**config.mk**
```make
export PLATFORM = sky130hd
export DESIGN_NAME = quad_step_gen
export DESIGN_NICKNAME = d
export VERILOG_FILES = /design/src/rtl/quad_step_gen.sv
export SDC_FILE = /design/constraint.sdc
export NUM_CORES = 1
export LEC_CHECK = 0
export ABC_AREA = 0
export ABC_CLOCK_PERIOD_IN_PS = 2800
export CAP_MARGIN = 20
export CORE_UTILIZATION = 40
export CTS_CLUSTER_DIAMETER = 100
export DETAILED_ROUTE_END_ITERATION = 7
export MAX_ROUTING_LAYER = met4
export PLACE_DENSITY_LB_ADDON = 0.05
export SYNTH_ARGS = -nofsm -noshare
export SYNTH_HDL_FRONTEND = slang
export SYNTH_SLANG_ARGS = --single-unit
```
**constraint.sdc**
```tcl
create_clock -name CLK -period 2.8 [get_ports CLK]
set_clock_uncertainty 0.15 [all_clocks]
set_input_delay 0.56 -clock CLK [delete_from_list [all_inputs] [get_ports CLK]]
set_output_delay 0.56 -clock CLK [all_outputs]
set_load 0.02 [all_outputs]
```
**src/rtl/quad_step_gen.sv**
```systemverilog
// Quadrature step generator: signed step commands in, A/B quadrature edges out at a programmable spacing.
// Optional index output Z is built when QUAD_STEP_GEN_INDEX_EN is defined; otherwise Z is tied low.
module quad_step_gen #(
  parameter int unsigned STEP_W = 8,
  parameter int unsigned DIV_W  = 16,
  parameter int unsigned CNT_W  = 5
) (
  input  logic              CLK,
  input  logic              RST_N,
  input  logic              cmd_valid,
  output logic              cmd_ready,
  input  logic [STEP_W-1:0] cmd_steps,
  input  logic [DIV_W-1:0]  cmd_period,
  input  logic              stop,
  output logic              A,
  output logic              B,
  output logic              busy,
  output logic              done,
  output logic [CNT_W-1:0]  position,
  output logic              Z
);

  typedef enum logic [1:0] {
    S_IDLE = 2'd0,
    S_RUN  = 2'd1,
    S_FIN  = 2'd2
  } state_t;

  state_t            r_state;
  state_t            w_state_nxt;

  logic              r_dir;
  logic [STEP_W-1:0] r_rem;
  logic [DIV_W-1:0]  r_period;
  logic [DIV_W-1:0]  r_div;
  logic [1:0]        r_phase;
  logic [CNT_W-1:0]  r_pos;
  logic              r_a;
  logic              r_b;
  logic              r_busy;
  logic              r_done;
  logic              r_ready;

  logic [STEP_W-1:0] w_abs;
  logic [DIV_W-1:0]  w_period;
  logic              w_accept;
  logic              w_step;
  logic              w_last;
  logic [1:0]        w_phase_nxt;
  logic [CNT_W-1:0]  w_pos_nxt;
  logic              w_busy_nxt;
  logic              w_done_nxt;
  logic              w_ready_nxt;

  assign w_accept = (r_state == S_IDLE) && cmd_valid;
  assign w_step   = (r_state == S_RUN) && (r_div == DIV_W'(1));
  assign w_last   = (r_rem == STEP_W'(1));

  // Magnitude is taken as unsigned so the most negative command still yields its full count.
  always_comb begin
    w_abs = cmd_steps;
    if (cmd_steps[STEP_W-1]) begin
      w_abs = ~cmd_steps + STEP_W'(1);
    end
    w_period = cmd_period;
    if (cmd_period == '0) begin
      w_period = DIV_W'(1);
    end
  end

  // Phase and position advance together on every emitted step.
  always_comb begin
    w_phase_nxt = r_phase;
    w_pos_nxt   = r_pos;
    if (w_step) begin
      if (r_dir) begin
        w_phase_nxt = r_phase - 2'd1;
        w_pos_nxt   = r_pos - CNT_W'(1);
      end else begin
        w_phase_nxt = r_phase + 2'd1;
        w_pos_nxt   = r_pos + CNT_W'(1);
      end
    end
  end

  always_ff @(posedge CLK or negedge RST_N) begin
    if (!RST_N) begin
      r_state <= S_IDLE;
    end else begin
      r_state <= w_state_nxt;
    end
  end

  always_comb begin
    w_state_nxt = r_state;
    unique case (r_state)
      S_IDLE: begin
        if (cmd_valid) begin
          w_state_nxt = (w_abs == '0) ? S_FIN : S_RUN;
        end
      end
      S_RUN: begin
        if ((w_step && w_last) || stop) begin
          w_state_nxt = S_FIN;
        end
      end
      S_FIN:   w_state_nxt = S_IDLE;
      default: w_state_nxt = S_IDLE;
    endcase
  end

  // Status flags are decoded from the next state so they can be registered without lag.
  always_comb begin
    w_busy_nxt  = 1'b0;
    w_done_nxt  = 1'b0;
    w_ready_nxt = 1'b0;
    unique case (w_state_nxt)
      S_IDLE:  w_ready_nxt = 1'b1;
      S_RUN:   w_busy_nxt  = 1'b1;
      S_FIN:   w_done_nxt  = 1'b1;
      default: w_ready_nxt = 1'b1;
    endcase
  end

  always_ff @(posedge CLK or negedge RST_N) begin
    if (!RST_N) begin
      r_busy  <= 1'b0;
      r_done  <= 1'b0;
      r_ready <= 1'b1;
    end else begin
      r_busy  <= w_busy_nxt;
      r_done  <= w_done_nxt;
      r_ready <= w_ready_nxt;
    end
  end

  // Command latch, edge divider and remaining-step counter.
  always_ff @(posedge CLK or negedge RST_N) begin
    if (!RST_N) begin
      r_dir    <= 1'b0;
      r_rem    <= '0;
      r_period <= DIV_W'(1);
      r_div    <= DIV_W'(1);
    end else if (w_accept) begin
      r_dir    <= cmd_steps[STEP_W-1];
      r_rem    <= w_abs;
      r_period <= w_period;
      r_div    <= w_period;
    end else if (r_state == S_RUN) begin
      if (w_step) begin
        r_rem <= r_rem - STEP_W'(1);
        r_div <= r_period;
      end else begin
        r_div <= r_div - DIV_W'(1);
      end
    end
  end

  // Gray-coded phase 0..3 -> AB 00,01,11,10: A is phase[1], B is phase[1]^phase[0].
  always_ff @(posedge CLK or negedge RST_N) begin
    if (!RST_N) begin
      r_phase <= 2'd0;
      r_pos   <= '0;
      r_a     <= 1'b0;
      r_b     <= 1'b0;
    end else begin
      r_phase <= w_phase_nxt;
      r_pos   <= w_pos_nxt;
      r_a     <= w_phase_nxt[1];
      r_b     <= w_phase_nxt[1] ^ w_phase_nxt[0];
    end
  end

`ifdef QUAD_STEP_GEN_INDEX_EN
  logic r_z;

  always_ff @(posedge CLK or negedge RST_N) begin
    if (!RST_N) begin
      r_z <= 1'b1;
    end else begin
      r_z <= (w_pos_nxt == '0);
    end
  end

  assign Z = r_z;
`else
  assign Z = 1'b0;
`endif

  assign A         = r_a;
  assign B         = r_b;
  assign busy      = r_busy;
  assign done      = r_done;
  assign cmd_ready = r_ready;
  assign position  = r_pos;

endmodule

```
==> results.md, run 1 <==
* Status: finished, final reports clean
* Top-count cell post-synth: nand2_1
* Pin count of the biggest net entering global routing at 31
* Top cells by area, synth: dfrtp_1 (39%), nand2_1 (6.5%), xnor2_1 (4.5%)
* CP cell instances: clkdlybuf4s50_1 > inv_1 > ha_2 > buf_4 > nor3b_2 > nand2b_1 > xnor2_1 > a2111oi_2 > buf_4 > a2bb2oi_2 > ha_1
* Routed WL at about 8.5 mm
* Reg2Reg Depth at 8
* Req. time, crit path at between 2 and 3 ns
* Initial core utilization at a little over two fifths
* CP top delay family: buffers and inverters
* Area of the core at between 0.007 and 0.008 sq mm
* Reg-to-reg endpoint: r_div[3]$_DFFE_PN0P_
* Hold buffers post-CTS at 0
* Final #Nets at ~460
* Share of flip-flops with an asynchronous set or reset at 100%
* Minimum clock period at ~2.7 ns
* Cell mode on critical path: buf_4
* Maximum VDD drop at slightly below 300 uV
* DR WL/cell at between 15 and 20 microns
* Startpoint types: primary input
* CTS tree: yes
* Crit end category: flip-flop
* Skew-Pair Late Insertion Delay at between 0.3 and 0.4 ns
* Reg2Reg Launch Point: r_div[0]$_DFFE_PN1P_
* Number of port buffers at 37
* HPWL after detailed placement at approximately 6.2 mm
* Final Hold Fails at 0
* Deepest clock path buffer count at 2
* Drt initial violations at 161
* Synth cell types at 63
* Avg Cell Area, Syn at roughly 9 sq um
* CTS H-Tree Depth at 2
* Number of global-route vias before repair at 2828
* Actual slew at the worst max-slew pin at 0.656 ns
* First-pass GRT wire length at about 14 mm
* EDFF count, synth at 0
* Top Ports at 39
* Synth Cell Area at between 0.003 and 0.004 sq mm
* CP Class: in2reg
* Critical path arrival at approximately 2.8 ns
* RSZ-0062 raised after global routing: no
* Global route total overflow at 0
* Share of the synthesized area in the top cell type at between 30% and 40%
* Mapped Cells at roughly 360
* Chip Height at just over 90 microns
* Synth-to-layout area growth at 24.8%
* Setup Buffers After CTS at 0
* Period utilisation layout at a little under 100%
* CTS root buffer: clkbuf_8
* Antenna Cells at 0
* Pwr/cell area at 763 mW/mm^2
* Syn nets at a little over 400
* Setup Total Neg Slack at 0 ns
* CTS Sinks at 54
* Sequential share of the synthesized area at 41.2%
* Post-synth top cells: nand2_1 (57), dfrtp_1 (51), nor2_1 (26), o21ai_0 (18), xnor2_1 (17)
* TritonCTS Buffers at 5
* Reg clk slew, reported paths at 0.11 ns
* Leakage power at roughly 0.0018 uW
* Ys Warns at 0
* DIE WIDTH at a little over 90 microns
* Crit Path Max Fanout at 4
* Final core occ at a little over half
* Register bit total from synthesis at 54
* R2R setup slack at 0.34 ns
* Slew Limit Fails at 0
* CP max stage delay at 0.49 ns
* Top FF cell, synth: dfrtp_1
* ANT nets after route at 0
* Rows at 32
* Vias after detailed routing at ~2800
* Max Cap Viol at 0
* Synth area leader: dfrtp_1
* Fillcell total at ~780
* Relative slew slack at 56.3%
* Initial antenna violation count at 0
* GRT Resource Usage Total at between 20% and 30%
* Area of the die at around 0.0086 sq mm
* Buf/Inv on CP at 4
* Hold WS at between 0.1 and 0.15 ns
* GPL Wtd Cong at 0.805
* Vias per cell at roughly 5.4
* DRT Pass-1 Iters at 4
* Crit-path slowest cell: clkdlybuf4s50_1
* Max Fclk at 371 MHz
* Pwr Total at ~3100 uW
* HP Class: in2async
* # DRC at 0
* CTS resizes at 0
* Setup violators final at 0
* Layout cell share with drive strength beyond 1 at between 10% and 20%
## metrics by stage
stage / instances / instance area (sq um) / setup slack, ns
global placement: 519 / 3970 / -0.280
CTS: 527 / 4080 / 0.0117
floorplan: 364 / 3290 / 0.324
detailed placement: 519 / 3970 / -0.311
global route: 527 / 4100 / 0.0110
finish: 527 / 4100 / 0.101
## worst max path at each step
stage,from,end,cells past startpoint
6_report,cmd_steps[1],cmd_ready$_DFF_PN1_,11
5_1_grt,cmd_steps[1],cmd_ready$_DFF_PN1_,11
4_1_cts,cmd_steps[0],cmd_ready$_DFF_PN1_,10
3_5_place_dp,cmd_steps[0],cmd_ready$_DFF_PN1_,10
3_3_place_gp,cmd_steps[0],cmd_ready$_DFF_PN1_,10
2_1_floorplan,cmd_steps[0],cmd_ready$_DFF_PN1_,8
## layout make-up
cell class                 count  area (sq um)  area share [%]
multi-input combinational    281          1830            44.6
timing repair buffer          69           633            15.4
tap                          102           128            3.11
sequential                    54          1360            33.0
clock inverter                 2          37.5           0.915
clock buffer                   6          72.6            1.77
inverter                      13          48.8            1.19
## power by group
| part | switching [uW] | internal (uW) |
|---|---|---|
| Combinational | 633 | 574 |
| Sequential | 312 | 1070 |
| Clock | 273 | 268 |
## routing by layer
metal | routed length, microns | vias up | track usage (%)
met5 | 0 | - | -
met4 | 67 | 0 | 4.87
met1 | 4170 | 1374 | 29.8
li1 | - | 1408 | -
met2 | 3960 | 57 | 34.5
met3 | 268 | 4 | 2.79
## worst reg2reg max path: cells and delay by family, from the launching register on
family	cells	cell delay, ns
AOI/OAI and AO/OA	2	0.44
adders and majority gates	1	0.16
buffers and inverters	2	0.37
DFF	1	0.60
and+or+nand+nor	3	0.62
## cell families (layout without fill, tap and decap cells)
logic type               count (synthesis)  after routing  share of synthesized area [%]
XOR/XNOR                                28             28                           7.46
AO/OA/AOI/OAI                           79             79                           16.1
flip-flops                              54             54                           41.2
multiplexers                            11             11                           3.46
adder cells (fa/ha/maj)                 11             11                           4.42
other                                    1              1                          0.114
AND/OR/NAND/NOR                        151            151                           23.3
buffers and inverters                   29             90                           3.92
## flip-flops by register name, indices dropped and copies added (netlist names)
| signal | count |
|---|---|
| r_period | 16 |
| busy | 1 |
| A | 1 |
| r_phase | 1 |
| r_div | 16 |
| B | 1 |
| r_state | 2 |
| r_rem | 8 |
| cmd_ready | 1 |
| r_dir | 1 |
| done | 1 |
| position | 5 |
## placed cells by master (no fill, tap or decap), drive strengths merged, types with 5 or more instances in the layout
master         netlist  final
nand3                5      5
buf                  5     33
nor4                 7      7
nand2               57     57
nor3                18     18
mux2i                8      8
clkdlybuf4s50        0     35
ha                  10     10
nor2                27     27
nor2b                6      6
xor2                11     11
xnor2               17     17
dfrtp               51     51
o21ai               18     18
a22oi                5      5
clkbuf              11      6
a21oi               14     14
o22ai                7      7
nand4                6      6
inv                 13     13
(Power assumes the default switching activity.)
==> run 2, diff against run 1 <==
--- a/config.mk
+++ b/config.mk
@@ -11,7 +11,6 @@
 export CORE_UTILIZATION = 40
 export CTS_CLUSTER_DIAMETER = 100
 export DETAILED_ROUTE_END_ITERATION = 7
-export MAX_ROUTING_LAYER = met4
 export PLACE_DENSITY_LB_ADDON = 0.05
 export SYNTH_ARGS = -nofsm -noshare
 export SYNTH_HDL_FRONTEND = slang
==> run 2 against run 1 <==
  * Core utilization unchanged
  * Worst hold slack about the same
  * Clock power about the same
  * Combinational power about the same
  * Non-clock buffer count unchanged
  * Fmax about the same
  * Sequential share of layout area unchanged
  * Final cell count unchanged
  * Power about the same
  * Via count decreased by 0.11%
  * Largest power group unchanged
==> results.md, run 2 (synthesis results as in run 1) <==
* CP max stage delay at 0.49 ns (about the same)
* Pwr/cell area at 764 mW/mm^2 (about the same)
* Reg2Reg Depth at 8 (unchanged)
* Number of global-route vias before repair at 2818 (-0.35%)
* Setup Buffers After CTS at 0 (unchanged)
* Skew-Pair Late Insertion Delay at 0.31 ns (about the same)
* Top Ports at 39 (unchanged)
* CP cell instances: clkdlybuf4s50_1 > inv_1 > ha_2 > buf_4 > nor3b_2 > nand2b_1 > xnor2_1 > a2111oi_2 > buf_4 > a2bb2oi_2 > ha_1
* HP Class: in2async
* RSZ-0062 raised after global routing: no
* Rows at 32 (unchanged)
* Top Usage Layer GRT: met2
* Startpoint types: primary input
* Antenna Cells at 0 (unchanged)
* ANT nets after route at 0 (unchanged)
* Area of the core at 0.00785 sq mm (unchanged)
* Reg clk slew, reported paths at 0.11 ns (about the same)
* GPL Wtd Cong at 0.793 (-1.4%)
* Status: finished, final reports clean
* Maximum VDD drop at 288 uV (-0.71%)
* Cell mode on critical path: buf_4
* Pin count of the biggest net entering global routing at 31 (unchanged)
* CP Class: in2reg
* Fillcell total at 783 (unchanged)
* Relative slew slack at 56.4% (+0.084 points)
* Initial antenna violation count at 0 (unchanged)
* Crit end category: flip-flop
* Deepest clock path buffer count at 2 (unchanged)
* GRT Resource Usage Total at 21.1% (-0.60 points)
* Max Fclk at 370 MHz (about the same)
* Vias after detailed routing at 2840 (-0.11%)
* M1 GR Usage at 29.7% (-0.052 points)
* Actual slew at the worst max-slew pin at 0.655 ns (-0.00126 ns)
* Final Cell Area at 0.00410 sq mm (unchanged)
* DRT Pass-1 Iters at 4 (unchanged)
* Pint at 1910 uW (about the same)
* Crit Path Max Fanout at 4 (unchanged)
* Most frequent cells in the layout: nand2_1 (57), dfrtp_1 (51), clkdlybuf4s50_1 (35)
* # DRC at 0 (unchanged)
* Part of the power in the clock network at 17.2% (about the same)
* DP Area at 0.00397 sq mm (unchanged)
* Leakage power at 0.00178 uW (unchanged)
* CTS tree: yes
* Reg2Reg Launch Point: r_div[0]$_DFFE_PN1P_
* Hold buffers post-CTS at 0 (unchanged)
* CTS Sinks at 54 (unchanged)
* Setup violators final at 0 (unchanged)
* Leading cell type in the layout, fill and taps excluded: nand2_1
* Area of the die at 0.00858 sq mm (unchanged)
* DIE WIDTH at 92.7 microns (unchanged)
* Synth-to-layout area growth at 24.8% (unchanged)
* Period utilisation layout at 96.4% (about the same)
* Final #Nets at 463 (unchanged)
* CTS H-Tree Depth at 2 (unchanged)
* TritonCTS Buffers at 5 (unchanged)
* Pwr Total at 3130 uW (about the same)
* Initial core utilization at 41.9% (unchanged)
* Drt initial violations at 136 (-16%)
* Layout cell share with drive strength beyond 1 at 14.1% (unchanged)
* Req. time, crit path at 2.89 ns (about the same)
* Final Hold Fails at 0 (unchanged)
* Max Cap Viol at 0 (unchanged)
* Top flop regs: r_div: 16 flops, r_period: 16 flops, r_rem: 8 flops
* Minimum clock period at 2.70 ns (+0.000735 ns)
* Net Sw Power at 1220 uW (+0.16%)
* GR Util met3 at 2.79% (unchanged)
* Met2 usage at 34.6% (+0.062 points)
* Slew Limit Fails at 0 (unchanged)
* Seq pwr share at 44.2% (about the same)
* Vias per cell at 5.39 (-0.11%)
* DR WL/cell at 16.1 microns (+0.15%)
* Final core occ at 52.3% (unchanged)
* Gate power share at 38.5% (about the same)
* Crit path from: cmd_steps[1]
* Number of port buffers at 37 (unchanged)
* CTS root buffer: clkbuf_8
* Crit-path slowest cell: clkdlybuf4s50_1
* Routed WL at 8.48 mm (+0.15%)
* HPWL after detailed placement at 6.24 mm (unchanged)
* First-pass GRT wire length at 14.2 mm (about the same)
* Critical path arrival at 2.79 ns (about the same)
* Global route total overflow at 0 (unchanged)
* Chip Height at 92.7 microns (unchanged)
* Sw Ratio at 38.9% (about the same)
==> run 2: layout make-up <==
cell class	instances	area, sq um	area share (%)
repair buffers	69	633	15.4
clock inverters	2	37.5	0.915
multi-input cells	281	1830	44.6
flip-flops and latches	54	1360	33.0
well taps	102	128	3.11
inverters	13	48.8	1.19
clock buffers	6	72.6	1.77
==> run 2: critical path: cells and delay by family <==
| kind | cells | cell delay [ns] |
|---|---|---|
| AO/OA/AOI/OAI | 2 | 0.47 |
| XOR/XNOR | 1 | 0.15 |
| buffers and inverters | 4 | 0.88 |
| adder cells (fa/ha/maj) | 2 | 0.42 |
| AND/OR/NAND/NOR | 2 | 0.31 |
==> run 2: metal layers <==
metal | vias up | part of all wire, %
met5 | - | 0
met3 | 7 | 3.6
met1 | 1368 | 49
met2 | 58 | 47
met4 | 0 | 1.0
li1 | 1407 | -
==> run 2: metrics by stage <==
step / hold WS (ns) / setup TNS [ns] / setup slack (ns) / std cells
finish: 0.114 / 0 / 0.101 / 527
global route: 0.148 / 0 / 0.0110 / 527
CTS: 0.121 / 0 / 0.0117 / 527
detailed placement: 0.311 / -0.798 / -0.311 / 519
global placement: 0.305 / -0.648 / -0.280 / 519
floorplan: 0.114 / 0 / 0.324 / 364
==> run 2: path summary, 6_finish.rpt <==
kind                                            end  slack, ns
hold reg to reg             position[4]$_DFFE_PN0P_       0.32
hold / removal             r_period[14]$_DFFE_PN0P_       0.11
min in group CLK            position[4]$_DFFE_PN0P_       0.32
setup / recovery                cmd_ready$_DFF_PN1_       0.10
max in group asynchronous       cmd_ready$_DFF_PN1_       1.72
setup reg to reg               r_div[3]$_DFFE_PN0P_       0.33
==> run 2: repair_timing <==
| item | 4_1_cts | 5_1_grt |
|---|---|---|
| gates resized for setup | 0 | 5 |
| endpoints found under the setup margin | 0 | 3 |
| hold endpoints to repair | 0 | 0 |
==> run 2: power by group through the flow <==
stage | Combinational [uW] | Clock, uW | Sequential [uW]
after floorplan | 835 | 0 | 1320
after global placement | 1190 | 0 | 1400
after detailed placement | 1200 | 0 | 1400
after CTS | 1210 | 553 | 1380
after global routing | 1350 | 584 | 1440
final | 1210 | 540 | 1390
==> RTL edit (settings of run 1) <==
Add an input register stage for `cmd_period`, with the module's reset; this delays it by one clock. The other inputs are not delayed to match.
--- a/src/rtl/quad_step_gen.sv
+++ b/src/rtl/quad_step_gen.sv
@@ -27,4 +27,14 @@
   } state_t;
 
+  logic [DIV_W-1:0] cmd_period_q;
+
+  always_ff @(posedge CLK or negedge RST_N) begin
+    if (!RST_N) begin
+      cmd_period_q <= '0;
+    end else begin
+      cmd_period_q <= cmd_period;
+    end
+  end
+
   state_t            r_state;
   state_t            w_state_nxt;
@@ -63,6 +73,6 @@
       w_abs = ~cmd_steps + STEP_W'(1);
     end
-    w_period = cmd_period;
-    if (cmd_period == '0) begin
+    w_period = cmd_period_q;
+    if (cmd_period_q == '0) begin
       w_period = DIV_W'(1);
     end
Formal check against the unedited RTL: not equivalent (Yosys sat finds a counterexample within 4 cycles, from zero or initial values and one cycle with RST_N low).
==> RTL edit against run 1 <==
- critical endpoint unchanged
- routed wire length rose by 3.2%
- total power rose by 17%
- critical path depth fell by 2
- count of clock-buffer cells in the layout rose by 3
- critical path type unchanged
- sequential share of layout area rose by 6.7 points
- worst setup slack improved by 0.015 ns
- largest cell class unchanged
- sequential cell count rose by 16
- cell area rose by 7.8%
- utilization fell by 1.8 points
- area after synthesis rose by 10%
- sequential power rose by 18%
==> RTL edit: results (changes against run 1) <==
avgSynthCellArea_um2: 9.625  # was 9.030 um^2
crit_start: "cmd_steps[0]"  # was cmd_steps[1]
grt_use_met3_pct: 4.964  # was 2.791%
vdd_drop_max_uv: 398.4  # was 289.7 uV
clk_latency_ns: 0.36  # was 0.31 ns
place_ws_ns: -0.3234  # was -0.3112 ns
power_density_nw_per_um2: 826.1  # was 763.3 nW/um^2
cp_slowest_cell: "or3b_2"  # was clkdlybuf4s50_1
reg_top3: "cmd_period_q (16), r_div (16), r_period (16)"  # was r_div (16), r_period (16), r_rem (8)
dp_hpwl_um: 5939  # was 6243 um
grt_pass1_vias: 2959  # was 2828
grt_max_degree: 71  # was 31
rrSetupSlack_ns: 0.36  # was 0.34 ns
cp_top_family: "simple AND/OR/NAND/NOR gates"  # was buffers and inverters
r2r_end: "position[4]"  # was r_div[3]
finalNonFillerCells: 539  # was 527
r2r_cells: 6  # was 8
grtUsageMet2_pct: 33.75  # was 34.51%
use_met1_pct: 24.83  # was 29.79%
globalplace.congestion: 0.8368  # was 0.8045
drive_above_1_share_pct: 12.53  # was 14.12%
m1WireLength_um: 3987  # was 4173 um
arrival_ns: 2.82  # was 2.79 ns
worst_slack_ns: 0.1166  # was 0.1014 ns
worstMarginPinSlew_ns: 0.5753  # was 0.6558 ns
syn-num-nets: 416  # was 403
dr_wl_met3_um: 326  # was 268 um
routed-wl-met2_um: 4291  # was 3958 um
synth_compound_area_share_pct: 12.31  # was 16.14%
status: "finished, final reports clean"  # unchanged
p_int_uw: 2276  # was 1913 uW
dp.cells: 523  # was 519
crit_fanout: 6  # was 4
synth_area_leaders: "dfrtp_1 46%, nand2_1 6.4%, xnor2_1 4.8%"  # was dfrtp_1 39%, nand2_1 6.5%, xnor2_1 4.5%
[RTL edit: changes by cell type after synthesis, moves of 4 or more]
| cell | run 1 | this run |
|---|---|---|
| dfrtp_1 | 51 | 67 |
| a21oi_1 | 14 | 6 |
| o21ai_0 | 18 | 26 |
| nor2_1 | 26 | 20 |
| nand2_1 | 57 | 62 |
| a22oi_1 | 5 | 9 |
| nand3_1 | 4 | 8 |
[RTL edit: cell type report]
class                           instances  share of cell area [%]
Clock buffer                            9                   2.801
Clock inverter                          7                   1.641
Inverter                               10                  0.8487
Multi-Input combinational cell        279                   39.92
Sequential cell                        70                   39.69
Tap cell                              108                   3.055
Timing Repair Buffer                   56                   12.05
[RTL edit: power by group through the flow]
| stage | clock [uW] | combinational (uW) | sequential, uW |
|---|---|---|---|
| floorplan | 0 | 826 | 1580 |
| global placement | 0 | 1160 | 1640 |
| detailed placement | 0 | 1190 | 1640 |
| CTS | 844 | 1200 | 1630 |
| global route | 896 | 1350 | 1670 |
| finish | 830 | 1190 | 1630 |
